**src/rtl/leve1_ma.sv**
```systemverilog
// LEVE1 RV64 memory-access / writeback stage.
// Non-memory instructions retire one cycle after acceptance. Loads and stores
// run a request/grant/response transaction on the data bus while EX is stalled.
module leve1_ma #(
  parameter int XLEN = 64
) (
  input  logic            CLK,
  input  logic            RSTn,
  input  logic            EX_VALID,
  input  logic [XLEN-1:0] EX_PC,
  input  logic [31:0]     EX_INSTR,
  input  logic            EX_WE,
  input  logic [XLEN-1:0] EX_RD,
  input  logic [XLEN-1:0] EX_CSRD,
  input  logic [XLEN-1:0] EX_RS2,
  output logic            MA_READY,
  output logic            DMEM_REQ,
  output logic [XLEN-1:0] DMEM_ADDR,
  output logic            DMEM_WE,
  output logic [7:0]      DMEM_WSTRB,
  output logic [63:0]     DMEM_WDATA,
  input  logic            DMEM_GNT,
  input  logic            DMEM_RVALID,
  input  logic [63:0]     DMEM_RDATA,
  output logic            WB_VALID,
  output logic [XLEN-1:0] WB_PC,
  output logic [31:0]     WB_INSTR,
  output logic            WB_RF_WE,
  output logic [4:0]      WB_RD_ADDR,
  output logic [XLEN-1:0] WB_RD,
  output logic            WB_CSR_WE,
  output logic [11:0]     WB_CSR_ADDR,
  output logic [XLEN-1:0] WB_CSRD,
  output logic            WB_EXC,
  output logic [3:0]      WB_EXC_CAUSE
);

  localparam logic [6:0]  OPC_LOAD   = 7'b0000011;
  localparam logic [6:0]  OPC_STORE  = 7'b0100011;
  localparam logic [6:0]  OPC_SYSTEM = 7'b1110011;
  localparam logic [31:0] INSTR_MRET = 32'h30200073;

  typedef enum logic [1:0] {S_IDLE = 2'd0, S_REQ = 2'd1, S_WAIT = 2'd2} state_t;

  state_t r_state;
  state_t w_state_nxt;

  // Byte enables for an access of 2^size bytes starting at lane off.
  function automatic logic [7:0] store_strobe(input logic [1:0] size, input logic [2:0] off);
    logic [7:0] mask;
    case (size)
      2'd0:    mask = 8'h01;
      2'd1:    mask = 8'h03;
      2'd2:    mask = 8'h0F;
      default: mask = 8'hFF;
    endcase
    return mask << off;
  endfunction

  // Natural alignment check: halfword, word and doubleword need zero low bits.
  function automatic logic is_misaligned(input logic [1:0] size, input logic [2:0] off);
    logic mis;
    case (size)
      2'd0:    mis = 1'b0;
      2'd1:    mis = off[0];
      2'd2:    mis = |off[1:0];
      default: mis = |off;
    endcase
    return mis;
  endfunction

  // Sign/zero extension of lane-shifted load data selected by funct3.
  function automatic logic [63:0] load_extend(input logic [2:0] f3, input logic [63:0] d);
    logic [63:0] res;
    case (f3)
      3'b000:  res = {{56{d[7]}},  d[7:0]};
      3'b001:  res = {{48{d[15]}}, d[15:0]};
      3'b010:  res = {{32{d[31]}}, d[31:0]};
      3'b100:  res = {56'd0, d[7:0]};
      3'b101:  res = {48'd0, d[15:0]};
      3'b110:  res = {32'd0, d[31:0]};
      default: res = d;
    endcase
    return res;
  endfunction

  logic [6:0] w_opcode;
  logic [2:0] w_f3;
  logic       w_is_load;
  logic       w_is_store;
  logic       w_is_mem;
  logic       w_is_mret;
  logic       w_illegal;
  logic       w_misal;
  logic       w_accept;
  logic       w_start_bus;
  logic       w_done;

  assign w_opcode    = EX_INSTR[6:0];
  assign w_f3        = EX_INSTR[14:12];
  assign w_is_load   = (w_opcode == OPC_LOAD);
  assign w_is_store  = (w_opcode == OPC_STORE);
  assign w_is_mem    = w_is_load || w_is_store;
  assign w_is_mret   = (EX_INSTR == INSTR_MRET);
  assign w_illegal   = (w_is_load && (w_f3 == 3'b111)) || (w_is_store && w_f3[2]);
  assign w_misal     = is_misaligned(w_f3[1:0], EX_RD[2:0]);
  assign w_accept    = EX_VALID && MA_READY;
  assign w_start_bus = w_accept && w_is_mem && !w_illegal && !w_misal;
  assign w_done      = ((r_state == S_REQ) && DMEM_GNT && DMEM_RVALID) ||
                       ((r_state == S_WAIT) && DMEM_RVALID);

  logic [XLEN-1:0] r_pc;
  logic [31:0]     r_instr;
  logic [XLEN-1:0] r_addr;
  logic            r_we;
  logic [7:0]      r_wstrb;
  logic [63:0]     r_wdata;

  logic            r_wb_valid;
  logic [XLEN-1:0] r_wb_pc;
  logic [31:0]     r_wb_instr;
  logic            r_wb_rf_we;
  logic [4:0]      r_wb_rd_addr;
  logic [XLEN-1:0] r_wb_rd;
  logic            r_wb_csr_we;
  logic [11:0]     r_wb_csr_addr;
  logic [XLEN-1:0] r_wb_csrd;
  logic            r_wb_exc;
  logic [3:0]      r_wb_exc_cause;

  // State register for the bus transaction sequencer.
  always_ff @(posedge CLK or negedge RSTn) begin
    if (!RSTn) r_state <= S_IDLE;
    else       r_state <= w_state_nxt;
  end

  // Next state: a grant with a same-cycle response skips WAIT.
  always_comb begin
    w_state_nxt = r_state;
    case (r_state)
      S_IDLE:  if (w_start_bus) w_state_nxt = S_REQ;
      S_REQ:   if (DMEM_GNT) w_state_nxt = DMEM_RVALID ? S_IDLE : S_WAIT;
      S_WAIT:  if (DMEM_RVALID) w_state_nxt = S_IDLE;
      default: w_state_nxt = S_IDLE;
    endcase
  end

  // State-decoded handshake outputs; bus controls are only asserted in REQ.
  always_comb begin
    MA_READY   = (r_state == S_IDLE);
    DMEM_REQ   = (r_state == S_REQ);
    DMEM_WE    = 1'b0;
    DMEM_WSTRB = 8'h00;
    if (r_state == S_REQ) begin
      DMEM_WE    = r_we;
      DMEM_WSTRB = r_wstrb;
    end
  end

  // Latch memory requests and build the registered writeback bundle.
  always_ff @(posedge CLK or negedge RSTn) begin
    if (!RSTn) begin
      r_pc           <= '0;
      r_instr        <= '0;
      r_addr         <= '0;
      r_we           <= 1'b0;
      r_wstrb        <= '0;
      r_wdata        <= '0;
      r_wb_valid     <= 1'b0;
      r_wb_pc        <= '0;
      r_wb_instr     <= '0;
      r_wb_rf_we     <= 1'b0;
      r_wb_rd_addr   <= '0;
      r_wb_rd        <= '0;
      r_wb_csr_we    <= 1'b0;
      r_wb_csr_addr  <= '0;
      r_wb_csrd      <= '0;
      r_wb_exc       <= 1'b0;
      r_wb_exc_cause <= '0;
    end else begin
      r_wb_valid  <= 1'b0;
      r_wb_rf_we  <= 1'b0;
      r_wb_csr_we <= 1'b0;
      r_wb_exc    <= 1'b0;
      if (w_accept && !w_start_bus) begin
        r_wb_valid   <= 1'b1;
        r_wb_pc      <= EX_PC;
        r_wb_instr   <= EX_INSTR;
        r_wb_rd_addr <= EX_INSTR[11:7];
        if (w_is_mem) begin
          r_wb_exc       <= 1'b1;
          r_wb_exc_cause <= w_illegal ? 4'd2 : (w_is_load ? 4'd4 : 4'd6);
          r_wb_rd        <= '0;
        end else begin
          r_wb_rd       <= EX_RD;
          r_wb_rf_we    <= EX_WE && (EX_INSTR[11:7] != 5'd0);
          r_wb_csr_we   <= w_is_mret || (EX_WE && (w_opcode == OPC_SYSTEM) && (w_f3 != 3'b000));
          r_wb_csr_addr <= w_is_mret ? 12'h300 : EX_INSTR[31:20];
          r_wb_csrd     <= EX_CSRD;
        end
      end
      if (w_start_bus) begin
        r_pc    <= EX_PC;
        r_instr <= EX_INSTR;
        r_addr  <= EX_RD;
        r_we    <= w_is_store;
        r_wstrb <= w_is_store ? store_strobe(w_f3[1:0], EX_RD[2:0]) : 8'h00;
        r_wdata <= EX_RS2 << {EX_RD[2:0], 3'b000};
      end
      if (w_done) begin
        r_wb_valid   <= 1'b1;
        r_wb_pc      <= r_pc;
        r_wb_instr   <= r_instr;
        r_wb_rd_addr <= r_instr[11:7];
        r_wb_rf_we   <= !r_we && (r_instr[11:7] != 5'd0);
        r_wb_rd      <= r_we ? '0 : load_extend(r_instr[14:12], DMEM_RDATA >> {r_addr[2:0], 3'b000});
      end
    end
  end

  assign DMEM_ADDR    = {r_addr[XLEN-1:3], 3'b000};
  assign DMEM_WDATA   = r_wdata;
  assign WB_VALID     = r_wb_valid;
  assign WB_PC        = r_wb_pc;
  assign WB_INSTR     = r_wb_instr;
  assign WB_RF_WE     = r_wb_rf_we;
  assign WB_RD_ADDR   = r_wb_rd_addr;
  assign WB_RD        = r_wb_rd;
  assign WB_CSR_WE    = r_wb_csr_we;
  assign WB_CSR_ADDR  = r_wb_csr_addr;
  assign WB_CSRD      = r_wb_csrd;
  assign WB_EXC       = r_wb_exc;
  assign WB_EXC_CAUSE = r_wb_exc_cause;

endmodule

```
**config.mk**
```make
export PLATFORM = sky130hd
export DESIGN_NAME = leve1_ma
export DESIGN_NICKNAME = d
export VERILOG_FILES = /design/src/rtl/leve1_ma.sv
export SDC_FILE = /design/constraint.sdc
export NUM_CORES = 1
export LEC_CHECK = 0
export ABC_AREA = 1
export CAP_MARGIN = 20
export CELL_PAD_IN_SITES_DETAIL_PLACEMENT = 2
export CELL_PAD_IN_SITES_GLOBAL_PLACEMENT = 2
export CORE_MARGIN = 1.5
export CORE_UTILIZATION = 29
export CTS_BUF_LIST = sky130_fd_sc_hd__clkbuf_8
export CTS_CLUSTER_DIAMETER = 80
export DETAILED_ROUTE_END_ITERATION = 10
export PLACE_DENSITY = 0.94
export SYNTH_ARGS = -nofsm -noshare
export SYNTH_HDL_FRONTEND = slang
export SYNTH_SLANG_ARGS = --single-unit
```
**constraint.sdc**
```tcl
create_clock -name CLK -period 2.5 [get_ports CLK]
set_input_delay 0.625 -clock CLK [delete_from_list [all_inputs] [get_ports CLK]]
set_output_delay 0.625 -clock CLK [all_outputs]
set_load 0.02 [all_outputs]
```
**Word-level counts from Yosys, hierarchy flattened**

Index checks and enable logic that the tools add are counted.

- Equality and inequality tests: 17
- Shifts and indexed selects: 3
- Mux-type cells: 34
- Bitwise logic cells: 1
- Reduce and logical (&&, ||, !) cells: 34

Operators by type and width:

| cell | number |
|---|---|
| $mux 64 | 6 |
| $pmux 64 s6 | 1 |
| $mux 32 | 2 |
| $shl 64x6->64 | 1 |
| $shr 64x6->64 | 1 |
| $eq 32x30->1 const B | 1 |
| $mux 8 | 3 |
| $pmux 8 s3 | 1 |
| $logic_and 1x1->1 | 14 |
| $eq 3x3->1 const B | 4 |
| $mux 12 | 1 |
| $mux 1 | 10 |
| $mux 2 | 5 |
| $mux 5 | 2 |
| $reduce_bool 5->1 | 2 |
| $shl 8x3->8 | 1 |
| $eq 7x2->1 const B | 1 |
| $eq 7x6->1 const B | 1 |
| $eq 7x7->1 const B | 1 |
| $pmux 2 s3 | 1 |
| $eq 2x1->1 const B | 2 |
| $eq 2x2->1 const B | 2 |
| $logic_not 1->1 | 4 |
| $logic_not 2->1 | 2 |
| 15 further kinds | 20 |

- Bits in registers: 484
- Output and inout port bits: 388
- Word-level logic and storage cells: 107

**Logic depth before layout (Yosys ltp)**

Gate-level depths: netlist of the first run.

- Depth in word-level cells: 10
- Gate-level depth with buffers: 14
- Mapped depth without buffers: 12

**Least setup slack after synthesis of the first run**

Ideal clock, no wire load.

- Kind: flip-flop to output port
- From: register r_state[1]
- To: output DMEM_WE
- Data arrival time: 1,407 ps
- Data required time: 1,875 ps
- Slack: 468 ps
- Stages on the path, launching flop included: 4
- Path buffers: 0
- Path through: dfrtp_1 > nor2_1 > clkinv_1 > nor2_1

- Word-level cells in the longest chain between the ends: 2

RTL lines:

| what | line | text |
|---|---|---|
| start, declared | 45 | `state_t r_state;` |
| start signal, assigned | 134 | `else r_state <= w_state_nxt;` |
| $eq 2x1->1 | n/a |  |
| named net DMEM_REQ | 17 | `output logic DMEM_REQ,` |
| $mux 1 | 154 | `if (r_state == S_REQ) begin` |
| end, declared | 19 | `output logic DMEM_WE,` |

The timed path passes the listed nets, and every way through them passes these cells.

**Worst setup path after layout of the first run**

- From: register r_state[0]
- To: register r_wb_pc[48], in the netlist WB_PC[48]

- Word-level cells in the longest chain between the ends: 8

RTL lines:

| what | line | text |
|---|---|---|
| $logic_not 2->1 | 150 | `MA_READY = (r_state == S_IDLE);` |
| $logic_and 1x1->1 | 107 | `assign w_accept = EX_VALID && MA_READY;` |
| $logic_and 1x1->1 (3 in a row) | 108 | `assign w_start_bus = w_accept && w_is_mem && !w_illegal && !w_misal;` |
| $logic_not 1->1 | 185 | `if (w_accept && !w_start_bus) begin` |
| $logic_and 1x1->1 | 185 |  |
| $reduce_bool 2->1 (no line) | n/a |  |
| end signal, assigned | 212 | `r_wb_pc <= r_pc;` |
| end, declared | 120 | `logic [XLEN-1:0] r_wb_pc;` |

Parallel ways exist; a longest one is shown, timed or not.
A chain may end at the register's enable or synchronous reset.

==> metrics.yaml, run 1 <==
run_status:
  outcome: "finished clean"
critical_path:
  r2r-start: "r_state[0]"
  r2r_cells: 10
  setup.worst_path.class: "flop to flop"
  critPathLaunchType: "flop"
  critPathArrivalTime_ps: 3020
  required_ps: 3060
  reg2reg_slack_ps: 40
  path_max_fanout: 164
  crit_path_end_kind: "flop"
  crit_start: "r_state[0]"
  r2r-end: "WB_PC[48]"
placed_design:
  gp_congestion: 0.903
  post_dp_cell_area_um2: 33000
  dp_hpwl_um: 94500
  port_buffers: 740
  place_inst: 4751
grt:
  grt_pass1_vias: 29549
  grt_max_degree: 165
  grt_use_total: 0.307
  overflow: 0
  grt_pass1_wl_um: 196000
  grt_util_met2: 0.564
  met3_usage: 0.0824
  antenna_found_initial: 27
  use_met1: 0.316
  top_usage_layer: "met2"
timing:
  fmaxAchievable_ghz: 0.407
  finalSetupTns_ps: 0
  finalCritPeriodShare: 0.983
  min_period_ps: 2460
  rsz0062_at_grt: "false"
  tightest_slew_ps: 843
  final-hold-violation-count: 0
  relSlewSlack: 0.438
  setup_viol: 0
  slew_violations: 0
  skew_ps: 59.7
run:
  max-cap-violations: 0
logic_synthesis:
  ys_ff_latch: 477
  synthTopCellsByArea: "dfrtp_1 (50%), nand2_1 (19%), o21ai_0 (6.0%)"
  synth_top_area_share: 0.499
  yosysWarnings: 0
  yosysTopAreaCell: "dfrtp_1"
  synth.distinct_cells: 36
  syn_inst: 3054
  synthArstFlopShare: 1.00
  synth_top_flop_cell: "dfrtp_1"
  netlist_area_um2: 23900
  synth_edf_count: 0
  syn_area_per_cell_um2: 7.84
  seq_area_frac_synth: 0.499
clock_network:
  clock_latency_ps: 720
  cts.sinks: 477
  tritoncts: "done"
  cts_buffers: 93
  clk_pin_slew_ps: 70
  htree_num_levels: 3
  clock_path_buffers: 3
  root_buffer: "clkbuf_8"
finish:
  fillCellCount: 8992
  most-common-layout-cells: "nand2_1 (1,207), clkdlybuf4s50_1 (715), dfrtp_1 (475)"
  drive_gt1_frac: 0.104
  nets: 4136
  area_growth_pct: 45.8
  instances_no_fill: 4933
  final_common_cell: "nand2_1"
  fin_util: 0.426
  final_area_um2: 34900
hold_path:
  min_path_type: "primary input to asynchronous set/reset pin"
route:
  ant_nets: 0
  drt_iter0_markers: 1320
  drt-total-wl_um: 132000
  viasPerCell: 5.20
  dr_total_vias: 25632
  wl_per_cell_um: 26.8
  dr.pass1.iters: 5
  drcViolationCount: 0
floorplanning:
  die-width_um: 290
  rows: 105
  core-area_um2: 81800
  die_h_um: 290
  start_util: 0.292
  die_area_um2: 84200
  ios: 746
power_and_ir_drop:
  totalPowerFinal_mw: 22.5
  p_per_area_nw_per_um2: 644
  p_leak_nw: 16.8
  max-vdd-ir-drop_mv: 0.461
## where the power goes
part,internal [mW],leakage (nW),switching (mW)
Sequential,8.41,6.03,0.544
Clock,4.27,1.10,3.94
Combinational,2.26,9.67,3.06
Total,14.9,16.8,7.55
## final cells by class
cell class | instances | area [um^2] | area share
Clock inverter | 53 | 309 | 0.00886
Timing Repair Buffer | 902 | 9130 | 0.262
Tap cell | 1070 | 1340 | 0.0384
Clock buffer | 114 | 1570 | 0.0450
Multi-Input combinational cell | 2148 | 9980 | 0.286
Antenna cell | 13 | 32.5 | 0.000932
Sequential cell | 477 | 11900 | 0.342
Inverter | 156 | 593 | 0.0170
## Yosys cell counts, drive strengths merged (4+ instances only)
cell type	count
nand2	1210
mux2i	20
a22oi	8
nand4	11
o211ai	109
or2	4
o21ai	292
a21oi	40
nor3	7
o31ai	7
buf	181
inv	154
mux2	64
nand3	186
o22ai	8
nor2	165
clkbuf	96
dfrtp	477
## flip-flops by register name (all words and copies together) (netlist names), 2 cells and up
| name | cells |
|---|---|
| DMEM_WDATA | 64 |
| WB_CSRD | 64 |
| WB_PC | 64 |
| WB_RD | 64 |
| r_addr | 64 |
| r_pc | 64 |
| WB_INSTR | 32 |
| r_instr | 32 |
| WB_CSR_ADDR | 12 |
| r_wstrb | 8 |
| WB_EXC_CAUSE | 2 |
| r_state | 2 |
## worst max-delay path by stage
stage / end / depth (start not counted)
floorplan: DMEM_WE / 3
global placement: r_addr[50] / 9
detailed placement: r_addr[51] / 9
CTS: MA_READY / 2
global route: WB_PC[48] / 10
finish: WB_PC[48] / 10
## repair_timing
item,4_1_cts,5_1_grt
resized for setup,63,5
setup endpoints to repair,21,10
hold buffers,1,0
pin swaps,1,1
hold endpoints to repair,32,0
setup buffers,1,0
## metal layers
layer,wire [um],vias up,part of all wire
li1,-,11232,-
met1,47200,13104,0.36
met2,69300,923,0.52
met3,8520,349,0.064
met4,7250,24,0.055
met5,142,-,0.0011
## critical path, stage by stage (launching register included)
cell	delay, ps
dfrtp_1	410
inv_2	120
nor2_4	60
buf_4	140
nand2_1	90
nand2_1	110
nand2_4	180
buf_12	500
nand2_1	220
o211ai_1	190
nand2_1	90
## through the flow
stage          setup slack [ps]  hold WS [ps]
2_1_floorplan               468           329
5_1_grt                   0.884           447
6_report                   42.2           462
4_1_cts                   -55.3           427
3_3_place_gp               -325           437
3_5_place_dp               -490           456
## kinds of logic (layout without fill, tap and decap cells)
kind of cell	Yosys count	count (layout)	synth area share
buf+inv	433	1225	0.0872
simple gates	1589	1589	0.263
compound gates	470	470	0.112
mux	84	84	0.0385
other cells	1	18	0.000157
flops	477	477	0.499
Power figures use the tool's default switching activity.
==> inputs of run 2 (changes only) <==
ABC_AREA = not set   (was 1)
CORE_AREA = 2 2 290 292   (was not set)
CORE_MARGIN = not set   (was 1.5)
CORE_UTILIZATION = not set   (was 29)
DIE_AREA = 0 0 292 294   (was not set)
PLACE_DENSITY = 0.8   (was 0.94)
TNS_END_PERCENT = 20   (was not set)
==> run 2 against run 1 <==
Effect of this change:
- global-route usage shrank 3.4 points
- core utilization is 0.60 points lower
- clock power shrank 4.1%
- via count down 7.8%
- fmax fell by 1.1%
- critical path depth down 2
- first-iteration DRC count decreased by 12%
- cell count decreased by 7.5%
- synthesized area fell by 3.0%
- sequential cell count did not move
- critical endpoint is now WB_RD[47]
- largest cell class unchanged
==> metrics.yaml, run 2 <==
grt:
  met3_usage: 0.0588  # -0.0235
  grt_max_degree: 92  # -44%
  overflow: 0  # unchanged
  use_met1: 0.318  # +0.00184
  top_usage_layer: "met2"
  grt_pass1_vias: 26579  # -10%
  grt_util_met2: 0.459  # -0.105
  grt_pass1_wl_um: 175000  # -11%
  antenna_found_initial: 22  # -19%
  grt_use_total: 0.272  # -0.0342
logic_synthesis:
  synthTopCellsByArea: "dfrtp_1 (51%), nand2_1 (16%), mux2i_1 (4.1%)"
  yosysMostFrequentCell: "nand2_1"
  syn_area_per_cell_um2: 8.81  # +12%
  syn_inst: 2633  # -14%
  synthArstFlopShare: 1.00  # unchanged
  yosysTopAreaCell: "dfrtp_1"
  ys_ff_latch: 477  # unchanged
  synth.distinct_cells: 57  # +58%
  synth_common_cells: "nand2_1 (979), dfrtp_1 (477), clkbuf_1 (167)"
  synth_top_flop_cell: "dfrtp_1"
  synth_edf_count: 0  # unchanged
  netlist_area_um2: 23200  # -3.0%
  synth_top_area_share: 0.514  # +0.0156
  seq_area_frac_synth: 0.514  # +0.0156
  yosysWarnings: 0  # unchanged
floorplanning:
  rows: 106  # +0.95%
  ios: 746  # unchanged
  start_util: 0.280  # -0.0124
  die-width_um: 292  # +0.60%
  core-area_um2: 82900  # +1.3%
  die_area_um2: 85800  # +1.9%
  die_h_um: 294  # +1.3%
critical_path:
  setup.worst_path.class: "flop to flop"
  crit_top_cell: "buf_4"
  crit_chain: "buf_4, mux2i_2, o211a_1, buf_4, nor3_1, o31ai_4, buf_12, o221ai_1"
  crit_path_end_kind: "flop"
  critPathLaunchType: "flop"
  path_max_fanout: 32  # -80%
  required_ps: 3060  # about the same
  slowest_delay_ps: 560  # +60 ps
  cpMaxStageDelayCell: "dfrtp_4"
  critPathArrivalTime_ps: 3050  # +30 ps
clock_network:
  root_buffer: "clkbuf_8"
  cts.sinks: 477  # unchanged
  cts_buffers: 89  # -4.3%
  clk_pin_slew_ps: 60  # about the same
  clock_path_buffers: 3  # unchanged
  tritoncts: "done"
  clock_latency_ps: 700  # -20 ps
  htree_num_levels: 3  # unchanged
power_and_ir_drop:
  p_leak_nw: 15.7  # -6.6%
  totalPowerFinal_mw: 21.4  # -4.6%
  max-vdd-ir-drop_mv: 0.371  # -20%
  p_per_area_nw_per_um2: 615  # -4.5%
finish:
  instances_no_fill: 4562  # -7.5%
  drive_gt1_frac: 0.125  # +0.0214
  final_common_cell: "nand2_1"
  area_growth_pct: 50.1
  nets: 3767  # -8.9%
  most-common-layout-cells: "nand2_1 (979), clkdlybuf4s50_1 (717), dfrtp_1 (475)"
timing:
  fmaxAchievable_ghz: 0.402  # -1.1%
  holdWs_ps: 417  # -45.6 ps
  finalCritPeriodShare: 0.994  # +0.0112
  slew_violations: 0  # unchanged
  final-hold-violation-count: 0  # unchanged
  skew_ps: 40.5  # -19.1 ps
  rsz0062_at_grt: "true"
  min_period_ps: 2490  # +28.0 ps
  finalSetupTns_ps: 0  # unchanged
  setup_slack_ps: 14.3  # -28.0 ps
  tightest_slew_ps: 1040  # +201 ps
  relSlewSlack: 0.303  # -0.135
  setup_viol: 0  # unchanged
route:
  ant_nets: 0  # unchanged
  wl_per_cell_um: 26.4  # -1.7%
  dr.pass1.iters: 5  # unchanged
  drt-total-wl_um: 120000  # -9.1%
  drcViolationCount: 0  # unchanged
  viasPerCell: 5.18  # -0.29%
  drt_iter0_markers: 1160  # -12%
  dr_total_vias: 23636  # -7.8%
run_status:
  outcome: "finished clean"
placed_design:
  dp_hpwl_um: 90100  # -4.7%
  dp_slack_ps: -570  # -79.8 ps
  port_buffers: 740  # unchanged
  place_inst: 4391  # -7.6%
  gp_congestion: 0.963  # +6.6%
run:
  max-cap-violations: 0  # unchanged
hold_path:
  min_path_type: "primary input to asynchronous set/reset pin"
run 2: cell count changes after synthesis, moves of 71 or more:
| cell | previous run | this run |
|---|---|---|
| nand2_1 | 1210 | 979 |
| o21ai_0 | 285 | 82 |
| inv_1 | 148 | 10 |
| nand3_1 | 183 | 52 |
| nor2_1 | 161 | 48 |
| nor3_1 | 7 | 119 |
| a31oi_1 | 0 | 105 |
| o211ai_1 | 109 | 8 |
| mux2i_1 | 20 | 96 |
| clkbuf_1 | 96 | 167 |
run 2: per-stage QoR:
step           instance area (um^2)   util
3_5_place_dp                  32900  0.397
4_1_cts                       34700  0.419
6_report                      34800  0.420
5_1_grt                       34800  0.420
2_1_floorplan                 23200      -
3_3_place_gp                  32900  0.397
run 2: power breakdown:
group / internal, mW / leakage (nW) / switching (mW)
clock network: 4.21 / 1.00 / 3.66
registers: 8.33 / 6.06 / 0.435
logic: 2.20 / 8.63 / 2.61
run 2: repair_timing:
action / 4_1_cts / 5_1_grt
pin swaps: 2 / 6
hold buffers: 1 / 0
endpoints found under the setup margin: 26 / 39
endpoints found under the hold margin: 25 / 0
gates cloned: 0 / 1
gates resized for setup: 71 / 12
setup buffers: 2 / 3
run 2: layer usage:
metal	vias up	wire length, um
met4	18	7120
li1	10433	-
met1	12105	47100
met5	-	116
met2	770	59000
met3	310	7040
run 2: area by class of cell:
type | instances | area, um^2
multi-input combinational | 1875 | 10000
clock inverter | 45 | 297
clock buffer | 108 | 1490
antenna | 11 | 27.5
tap | 1080 | 1350
timing repair buffer | 956 | 9660
fill | 8959 | 48100
sequential | 477 | 11900
inverter | 10 | 40.0
run 2: final timing paths:
kind                          startpoint       endpoint  slack, ps  cells after the start
setup / recovery               r_addr[0]      WB_RD[47]         10                      8
hold / removal                      RSTn     r_addr[48]        420                      2
setup reg to reg               r_addr[0]      WB_RD[47]         10                      8
hold reg to reg            DMEM_WDATA[6]  DMEM_WDATA[6]        470                      2
max in group asynchronous           RSTn       r_pc[31]       1250                      3
min in group CLK           DMEM_WDATA[6]  DMEM_WDATA[6]        470                      2
run 2: cell families after synthesis:
family | after synthesis | share of synthesized area
AND/OR/NAND/NOR | 1292 | 0.230
other | 1 | 0.000162
flip-flops | 477 | 0.514
buffers and inverters | 286 | 0.0600
multiplexers | 136 | 0.0686
AO/OA/AOI/OAI | 441 | 0.126
run 2: critical path, delay by kind of cell, from the launching register on:
family          cells  cell delay [ps]
compound gates      3              690
buf+inv             3              570
flops               1              560
simple gates        1              350
mux                 1              210
==> inputs of run 3 (changes only) <==
ABC_CLOCK_PERIOD_IN_PS = 2500   (was not set)
SETUP_SLACK_MARGIN = 0.2   (was not set)
==> run 3 against run 2 <==
Effect of this change:
- cell area is 0.14% higher
- core utilization is 0.060 points higher
- non-clock buffer count is 22 higher
- sequential share of layout area is essentially flat
- critical path type unchanged
- critical endpoint is now WB_RD[21]
- largest power group unchanged
- highest routed layer unchanged
==> metrics.yaml, run 3 (synthesis gave the netlist of run 2 again) <==
run_status:
  outcome: "finished clean"
clock_network:
  htree_num_levels: 3  # unchanged
  root_buffer: "clkbuf_8"
  tritoncts: "done"
  clk_pin_slew_ps: 60  # about the same
  cts_buffers: 90  # +1.1%
  clock_latency_ps: 680  # -20 ps
  cts.sinks: 477  # unchanged
  clock_path_buffers: 3  # unchanged
floorplanning:
  core-area_um2: 82900  # unchanged
  rows: 106  # unchanged
  start_util: 0.280  # unchanged
  die-width_um: 292  # unchanged
  ios: 746  # unchanged
  die_h_um: 294  # unchanged
  die_area_um2: 85800  # unchanged
critical_path:
  path_buf_inv: 2  # -1
  crit_path_end_kind: "flop"
  critPathArrivalTime_ps: 2990  # -60 ps
  slowest_delay_ps: 540  # -20 ps
  cpMaxStageDelayCell: "mux4_2"
  path_max_fanout: 16  # -50%
  required_ps: 3090  # +30 ps
  critical_path.top_delay_family: "multiplexers"
  setup.worst_path.class: "flop to flop"
  crit_chain: "mux2i_2, mux4_2, buf_6, or4_4, o211ai_4, buf_12, o22a_1"
  critPathLaunchType: "flop"
finish:
  final_area_um2: 34900  # +0.14%
  most-common-layout-cells: "nand2_1 (979), dfrtp_1 (474), dlygate4sd2_1 (369)"
  drive_gt1_frac: 0.135  # +0.0102
  final_common_cell: "nand2_1"
  fin_util: 0.421  # +0.000604
  nets: 3789  # +0.58%
  area_growth_pct: 50.4
placed_design:
  port_buffers: 740  # unchanged
  dp_hpwl_um: 88800  # -1.5%
  post_dp_cell_area_um2: 32900  # about the same
  gp_congestion: 0.958  # -0.46%
  dp_slack_ps: -488  # +82.3 ps
hold_path:
  min_path_type: "primary input to asynchronous set/reset pin"
timing:
  relSlewSlack: 0.445  # +0.142
  setup_slack_ps: 103  # +88.9 ps
  fmaxAchievable_ghz: 0.417  # +3.7%
  finalCritPeriodShare: 0.959  # -0.0356
  tightest_slew_ps: 830  # -213 ps
  skew_ps: 32.3  # -8.18 ps
  final-hold-violation-count: 0  # unchanged
  min_period_ps: 2400  # -88.9 ps
  slew_violations: 0  # unchanged
  setup_viol: 0  # unchanged
  rsz0062_at_grt: "true"
grt:
  overflow: 0  # unchanged
  grt_max_degree: 97  # +5.4%
  grt_use_total: 0.274  # +0.00103
  grt_pass1_vias: 26896  # +1.2%
  grt_pass1_wl_um: 178000  # +1.3%
  antenna_found_initial: 25  # +14%
run:
  max-cap-violations: 0  # unchanged
power_and_ir_drop:
  max-vdd-ir-drop_mv: 0.409  # +10%
  p_per_area_nw_per_um2: 621  # +0.96%
  p_leak_nw: 16.9  # +7.5%
route:
  drcViolationCount: 0  # unchanged
  wl_per_cell_um: 26.2  # -0.56%
  drt-total-wl_um: 121000  # +0.33%
  dr.pass1.iters: 5  # unchanged
  viasPerCell: 5.18  # -0.11%
  ant_nets: 0  # unchanged
  drt_iter0_markers: 1467  # +26%
  dr_total_vias: 23821  # +0.78%
==> run 3: changes by cell type in the layout (fill, tap and decap cells not counted), moves of 5 or more <==
cell	change
dlygate4sd2_1	+360
clkbuf_8	+11
buf_4	+19
diode_2	+7
buf_6	+9
clkdlybuf4s50_1	-363
buf_16	+5
clkinvlp_4	-6
buf_12	-7
==> run 3: metrics by stage <==
step	instances	power (mW)	TNS, ps	hold slack, ps
global placement	4398	13.5	-107830	448
detailed placement	4398	13.7	-128330	461
floorplan	2637	10.7	0	329
CTS	4581	21.9	0	349
finish	4603	21.7	0	427
global route	4602	22.6	0	400
==> run 3: where the power goes <==
part / leakage (nW) / internal, mW / switching [mW]
registers: 6.06 / 8.33 / 0.399
logic: 9.68 / 1.88 / 2.63
clock network: 1.13 / 4.70 / 3.74
==> run 3: worst reg2reg max path, cell delays in order (launching register included) <==
cell	delay, ps
dfrtp_4	530
mux2i_2	180
mux4_2	540
buf_6	140
or4_4	510
o211ai_4	100
buf_12	170
o22a_1	150
==> run 3: path summary, 6_finish.rpt <==
kind	from	endpoint	slack (ps)	cells after the start
max	r_addr[0]	WB_RD[21]	100	7
min	RSTn	r_addr[53]	430	2
max reg2reg	r_addr[0]	WB_RD[21]	100	7
min reg2reg	r_instr[1]	r_instr[1]	470	1
max in group asynchronous	RSTn	WB_RD[29]	1110	4
min in group CLK	EX_RD[1]	r_wstrb[1]	430	3
==> run 3: metal layers <==
| metal | global-route usage | share of wire | up-vias |
|---|---|---|---|
| met1 | 0.315 | 0.39 | 12257 |
| met5 | 0 | 0.00061 | - |
| li1 | - | - | 10501 |
| met4 | 0.150 | 0.054 | 12 |
| met2 | 0.472 | 0.50 | 769 |
| met3 | 0.0613 | 0.057 | 282 |
==> run 3: repair_timing <==
action	CTS	global route
hold endpoints to repair	29	0
gates cloned	3	4
pin swaps	29	3
gates resized for setup	476	7
setup endpoints to repair	427	111
setup buffers	13	0
hold buffers	1	0
==> run 3: area by class of cell <==
class	instances	area [um^2]
antenna	18	45.0
clock inverter	47	332
sequential	477	11900
fill	9014	48000
tap	1080	1350
inverter	10	40.0
clock buffer	119	1640
multi-input combinational	1874	10100
timing repair buffer	978	9480
